===== src/rtl/sdram_arbiter.sv =====
// Two-port round-robin burst arbiter in front of an Avalon-style SDRAM controller port.
// Each accepted word is one controller command; read returns are steered home by a tag FIFO.
module sdram_arbiter #(
   parameter int ADDR_WIDTH = 22,
   parameter int DATA_WIDTH = 16,
   parameter int LEN_WIDTH  = 8,
   parameter int TAG_DEPTH  = 8
) (
   input  logic                    clk,
   input  logic                    reset,
   input  logic                    p0_req,
   input  logic                    p0_wr,
   input  logic [ADDR_WIDTH-1:0]   p0_addr,
   input  logic [LEN_WIDTH-1:0]    p0_len,
   input  logic [DATA_WIDTH-1:0]   p0_wdata,
   output logic                    p0_wack,
   output logic [DATA_WIDTH-1:0]   p0_rdata,
   output logic                    p0_rvalid,
   output logic                    p0_done,
   input  logic                    p1_req,
   input  logic                    p1_wr,
   input  logic [ADDR_WIDTH-1:0]   p1_addr,
   input  logic [LEN_WIDTH-1:0]    p1_len,
   input  logic [DATA_WIDTH-1:0]   p1_wdata,
   output logic                    p1_wack,
   output logic [DATA_WIDTH-1:0]   p1_rdata,
   output logic                    p1_rvalid,
   output logic                    p1_done,
   output logic [ADDR_WIDTH-1:0]   az_addr,
   output logic [DATA_WIDTH-1:0]   az_data,
   output logic [DATA_WIDTH/8-1:0] az_be_n,
   output logic                    az_cs,
   output logic                    az_rd_n,
   output logic                    az_wr_n,
   input  logic [DATA_WIDTH-1:0]   za_data,
   input  logic                    za_valid,
   input  logic                    za_waitrequest,
   output logic                    orphan_err
);
   localparam int TAG_AW = $clog2(TAG_DEPTH);
   localparam logic [TAG_AW:0] TAG_FULL = (TAG_AW+1)'(TAG_DEPTH);

   typedef enum logic {ST_IDLE, ST_ISSUE} state_e;

   state_e                state_q, state_d;
   logic                  owner_q, owner_d;
   logic                  last_owner_q, last_owner_d;
   logic                  cur_wr_q, cur_wr_d;
   logic [ADDR_WIDTH-1:0] cur_addr_q, cur_addr_d;
   logic [LEN_WIDTH-1:0]  cur_len_q, cur_len_d;
   logic [1:0]            done_q, done_d;

   logic [1:0]            req_eff;
   logic                  grant;
   logic                  cmd_valid, cmd_accept;

   logic                  tag_mem_q [TAG_DEPTH];
   logic [TAG_AW-1:0]     tag_wr_ptr_q, tag_rd_ptr_q;
   logic [TAG_AW:0]       tag_cnt_q;
   logic                  tag_full, tag_empty, tag_push, tag_pop, tag_head;

   logic [1:0]            rvalid_q;
   logic [DATA_WIDTH-1:0] p0_rdata_q, p1_rdata_q;
   logic                  orphan_q;

   // A port whose done pulse is showing still has req high; masking it stops a stale re-grant.
   assign req_eff = {p1_req & ~done_q[1], p0_req & ~done_q[0]};
   assign grant   = (req_eff == 2'b11) ? ~last_owner_q : req_eff[1];

   assign cmd_valid  = (state_q == ST_ISSUE) && (cur_wr_q || !tag_full);
   assign cmd_accept = cmd_valid && !za_waitrequest;

   always_ff @(posedge clk or posedge reset) begin
      if (reset) begin
         state_q      <= ST_IDLE;
         owner_q      <= 1'b0;
         last_owner_q <= 1'b1;
         cur_wr_q     <= 1'b0;
         cur_addr_q   <= '0;
         cur_len_q    <= '0;
         done_q       <= '0;
      end else begin
         // NOTE: state registers use non-blocking assignments so every flop samples pre-edge values.
         state_q      <= state_d;
         owner_q      <= owner_d;
         last_owner_q <= last_owner_d;
         cur_wr_q     <= cur_wr_d;
         cur_addr_q   <= cur_addr_d;
         cur_len_q    <= cur_len_d;
         done_q       <= done_d;
      end
   end

   always_comb begin
      // NOTE: every next-state signal gets a default first so no path infers a latch.
      state_d      = state_q;
      owner_d      = owner_q;
      last_owner_d = last_owner_q;
      cur_wr_d     = cur_wr_q;
      cur_addr_d   = cur_addr_q;
      cur_len_d    = cur_len_q;
      done_d       = '0;
      unique case (state_q)
         ST_IDLE: begin
            if (req_eff != 2'b00) begin
               owner_d      = grant;
               last_owner_d = grant;
               cur_wr_d     = grant ? p1_wr   : p0_wr;
               cur_addr_d   = grant ? p1_addr : p0_addr;
               cur_len_d    = grant ? p1_len  : p0_len;
               if (cur_len_d == '0) done_d[grant] = 1'b1;
               else                 state_d       = ST_ISSUE;
            end
         end
         ST_ISSUE: begin
            if (cmd_accept) begin
               cur_addr_d = cur_addr_q + ADDR_WIDTH'(1);
               cur_len_d  = cur_len_q - LEN_WIDTH'(1);
               if (cur_len_q == LEN_WIDTH'(1)) begin
                  done_d[owner_q] = 1'b1;
                  state_d         = ST_IDLE;
               end
            end
         end
         default: state_d = ST_IDLE;
      endcase
   end

   assign az_cs   = cmd_valid;
   assign az_rd_n = ~(cmd_valid & ~cur_wr_q);
   assign az_wr_n = ~(cmd_valid & cur_wr_q);
   assign az_addr = cur_addr_q;
   assign az_data = (cmd_valid && cur_wr_q) ? (owner_q ? p1_wdata : p0_wdata) : '0;
   assign az_be_n = '0;

   assign p0_wack = cmd_accept & cur_wr_q & ~owner_q;
   assign p1_wack = cmd_accept & cur_wr_q & owner_q;
   assign p0_done = done_q[0];
   assign p1_done = done_q[1];

   // In-flight read tags: one owner bit per outstanding read, in command order.
   assign tag_full  = (tag_cnt_q == TAG_FULL);
   assign tag_empty = (tag_cnt_q == '0);
   assign tag_push  = cmd_accept & ~cur_wr_q;
   assign tag_pop   = za_valid & ~tag_empty;
   assign tag_head  = tag_mem_q[tag_rd_ptr_q];

   // NOTE: tag storage carries no reset; the count and pointers alone define its contents.
   always_ff @(posedge clk) begin
      if (tag_push) tag_mem_q[tag_wr_ptr_q] <= owner_q;
   end

   always_ff @(posedge clk or posedge reset) begin
      if (reset) begin
         tag_wr_ptr_q <= '0;
         tag_rd_ptr_q <= '0;
         tag_cnt_q    <= '0;
         rvalid_q     <= '0;
         p0_rdata_q   <= '0;
         p1_rdata_q   <= '0;
         orphan_q     <= 1'b0;
      end else begin
         if (tag_push) tag_wr_ptr_q <= tag_wr_ptr_q + TAG_AW'(1);
         if (tag_pop)  tag_rd_ptr_q <= tag_rd_ptr_q + TAG_AW'(1);
         unique case ({tag_push, tag_pop})
            2'b10:   tag_cnt_q <= tag_cnt_q + (TAG_AW+1)'(1);
            2'b01:   tag_cnt_q <= tag_cnt_q - (TAG_AW+1)'(1);
            default: tag_cnt_q <= tag_cnt_q;
         endcase
         rvalid_q <= '0;
         if (tag_pop) begin
            rvalid_q[tag_head] <= 1'b1;
            if (tag_head) p1_rdata_q <= za_data;
            else          p0_rdata_q <= za_data;
         end
         if (za_valid && tag_empty) orphan_q <= 1'b1;
      end
   end

   assign p0_rvalid  = rvalid_q[0];
   assign p1_rvalid  = rvalid_q[1];
   assign p0_rdata   = p0_rdata_q;
   assign p1_rdata   = p1_rdata_q;
   assign orphan_err = orphan_q;

endmodule


===== config.mk =====
export PLATFORM = sky130hd
export DESIGN_NAME = sdram_arbiter
export DESIGN_NICKNAME = d
export VERILOG_FILES = /design/src/rtl/sdram_arbiter.sv
export SDC_FILE = /design/constraint.sdc
export NUM_CORES = 1
export LEC_CHECK = 0
export ABC_CLOCK_PERIOD_IN_PS = 3100
export CAP_MARGIN = 20
export CORE_MARGIN = 5
export CORE_UTILIZATION = 44
export DETAILED_ROUTE_END_ITERATION = 8
export PLACE_DENSITY = 0.92
export SETUP_SLACK_MARGIN = 0.2
export SLEW_MARGIN = 10
export SYNTH_ARGS = -nofsm -noshare
export SYNTH_HDL_FRONTEND = slang
export SYNTH_SLANG_ARGS = --single-unit

===== constraint.sdc =====
create_clock -name clk -period 3.1 [get_ports clk]
set_input_delay 0.775 -clock clk [delete_from_list [all_inputs] [get_ports clk]]
set_output_delay 0.775 -clock clk [all_outputs]
set_load 0.05 [all_outputs]

==> results.md <==
* Worst hold path type: flip-flop to flip-flop
* Area grow syn2layout at 52.77%
* Final slew viol count at 0
* Layout cells sized above 1 at 16.93%
* # rows at 38
* Dpl hpwl at 11.92 mm
* Most frequent cells in the layout: 174 x clkdlybuf4s50_1, 79 x dfrtp_1, 43 x mux2_2
* Hold Path Depth at 1
* Leakage power at 3.090 nW
* Fin. Hold Viols at 0
* Die Y at 116.5 um
* R2R Path Start: tag_cnt_q[1]$_DFFE_PP0P_
* Worst Hold Launch: orphan_err$_DFFE_PP0P_
* Vias/cell at 5.685
* Post-Syn Instances at 488
* Final worst path period need at 2.805 ns
* Die Width at 116.5 um
* Multi-input gate area at 2551 um^2
* Crit path launch type: flip-flop
* CTS root buf: clkbuf_16
* GP Congestion at 0.8875
* P per Cell Area at 1070 nW/um^2
* DR iter-0 viols at 367
* Yosys Warn Count at 0
* Async SR Flop Fraction at 91.01%
* Pwr Total at 8.155 mW
* Cell area after synthesis at 4991 um^2
* CTS max path bufs at 2
* Hold-fix buffers at CTS at 0
* RSZ-0062 raised after global routing: no
* All-Layer GR Usage at 22.73%
* DRC at 0
* Worst path required time at 2.32 ns
* Diode count at 0
* Initial Util at 45.44%
* Slew headroom at 55.17%
* Clock Latency Late Sink at 0.33 ns
* Core area at 10980 um^2
* R2R setup slack at 0.36 ns
* Vias in the first global route at 4878
* #FFs+latches synth at 89
* DRT antenna net count at 0
* Slew of the pin with the lowest slew margin at 0.6700 ns
* Register Area at 2270 um^2
* DR vias at 4690
* Post-synth top area share at 40.11%
* Final design utilization at 69.42%
* Setup violations, final at 0
* Crit path DAT at 2.03 ns
* Critical Path Fanout Max at 7
* Post-synth top flop: dfrtp_1
* Post-CTS Repair Setup Buffers at 0
* Crit path capture: az_rd_n
* Syn Area/Cell at 10.23 um^2
* Max Cap Violations at 0
* CTS tree: done
* Status: finished clean
* Period utilization at 90.48%
* CP endpoint kind: output port
* # fillers at 807
* Grt ovf at 0
* Setup TNS at 0 ns
* Area contributors post-synth: dfrtp_1 40%, mux2_2 9.7%, mux2i_1 5.2%
* Top cell type by total area after synthesis: dfrtp_1
* PostCTS Resize Cnt at 0
* Most common cell after layout, fill and taps aside: clkdlybuf4s50_1
* FMAX at 0.3565 GHz
* Drt total wl at 15.27 mm
* Clock transition at path regs at 0.06 ns
* DR WL/cell at 18.51 um
* Die area at 13570 um^2
* Io pins at 198
* H-tree depth at 3
* CTS Buf Count at 9
* EDFF count, synth at 8
* Clock sinks at 89
* Port-buffer cells at 195
* RR Endpoint: tag_cnt_q[3]$_DFFE_PP0P_
* First-pass iteration count of the detailed router at 5
* WS Path Type: flip-flop to output port
* Finished Layout Cells at 825
* Register area share after synthesis at 45.45%
* Reg2Reg Depth at 10
* Final clock skew at 0.006662 ns
* Initial antenna violation count at 0
* Fin nets at 804
* Peak supply drop at 0.8322 mV
* Synth cell types at 68
* Placed Instances at 809
* Worst Setup SP: tag_cnt_q[1]$_DFFE_PP0P_
* First-pass GRT wire length at 24.41 mm
* Largest net degree at the start of global routing at 60
## cells in the mapped netlist, drive strengths merged (5+ instances only)
cell type and instances:
a21oi 29, and3 6, buf 11, clkbuf 19, dfrtp 80, edfxtp 8
ha 8, inv 9, mux2 44, mux2i 27, nand2 43, nand2b 5
nand3 15, nand4 6, nor2 41, nor3 11, nor4 8, o21ai 30
o32ai 5, or3 7, xnor2 5
## layout make-up
cell class	count	area share (%)
Inverter	10	0.5087
Multi-Input combinational cell	360	33.46
Timing Repair Buffer	210	29.83
Sequential cell	89	29.77
Clock buffer	11	3.315
Clock inverter	5	0.8205
Tap cell	140	2.297
## power by group
part,switching (mW),internal (mW),total (mW)
sequential,0.536,1.72,2.26
combinational,2.86,1.92,4.78
clock,0.452,0.673,1.12
total,3.84,4.31,8.16
## worst max-delay path: stages (launching register included)
cell,delay (ns)
dfrtp_1,0.46
or3_4,0.44
or3_1,0.34
and2_1,0.18
nand2b_1,0.13
buf_12,0.15
## registers in the layout (all words and copies together) (netlist names)
name,count
tag_cnt_q,4
last_owner_q,1
rvalid_q,2
cur_len_q,8
tag_wr_ptr_q,3
p1_rdata,16
done_q,2
tag_rd_ptr_q,3
owner_q,1
az_addr,22
state_q,1
cur_wr_q,1
p0_rdata,16
tag_mem_q,8
orphan_err,1
## worst min-delay path by stage
stage | end
floorplan | cur_len_q[6]$_DFFE_PP0P_
global placement | orphan_err$_DFFE_PP0P_
detailed placement | orphan_err$_DFFE_PP0P_
CTS | orphan_err$_DFFE_PP0P_
global route | orphan_err$_DFFE_PP0P_
finish | orphan_err$_DFFE_PP0P_
## metrics by stage
step / instance area (um^2) / setup slack [ns] / hold WS (ns)
floorplan: 4995 / 0.001026 / 0.4635
global placement: 7310 / 0.1967 / 0.4431
detailed placement: 7310 / 0.03042 / 0.4539
CTS: 7625 / 0.3060 / 0.4658
global route: 7625 / 0.2046 / 0.4820
finish: 7625 / 0.2950 / 0.4576
## cells by family (layout without fill, tap and decap cells)
group | after synthesis | in the layout | share of synthesized area [%]
mux | 73 | 73 | 16.39
buf+inv | 40 | 236 | 3.509
compound gates | 107 | 107 | 14.41
flops | 89 | 89 | 45.45
fa+ha+maj | 8 | 8 | 2.006
xor+xnor | 9 | 9 | 1.579
simple gates | 161 | 161 | 16.57
other cells | 1 | 2 | 0.07513
## metal layers
| layer | track usage [%] | vias up | part of all wire (%) | wire, um |
|---|---|---|---|---|
| met4 | 9.281 | 0 | 2.9 | 449 |
| met2 | 40.01 | 222 | 51 | 7863 |
| met3 | 3.834 | 42 | 6.9 | 1047 |
| li1 | - | 2178 | - | - |
| met1 | 27.63 | 2248 | 39 | 5910 |
| met5 | 0 | - | 0 | 0 |
Power figures use the tool's default switching activity.
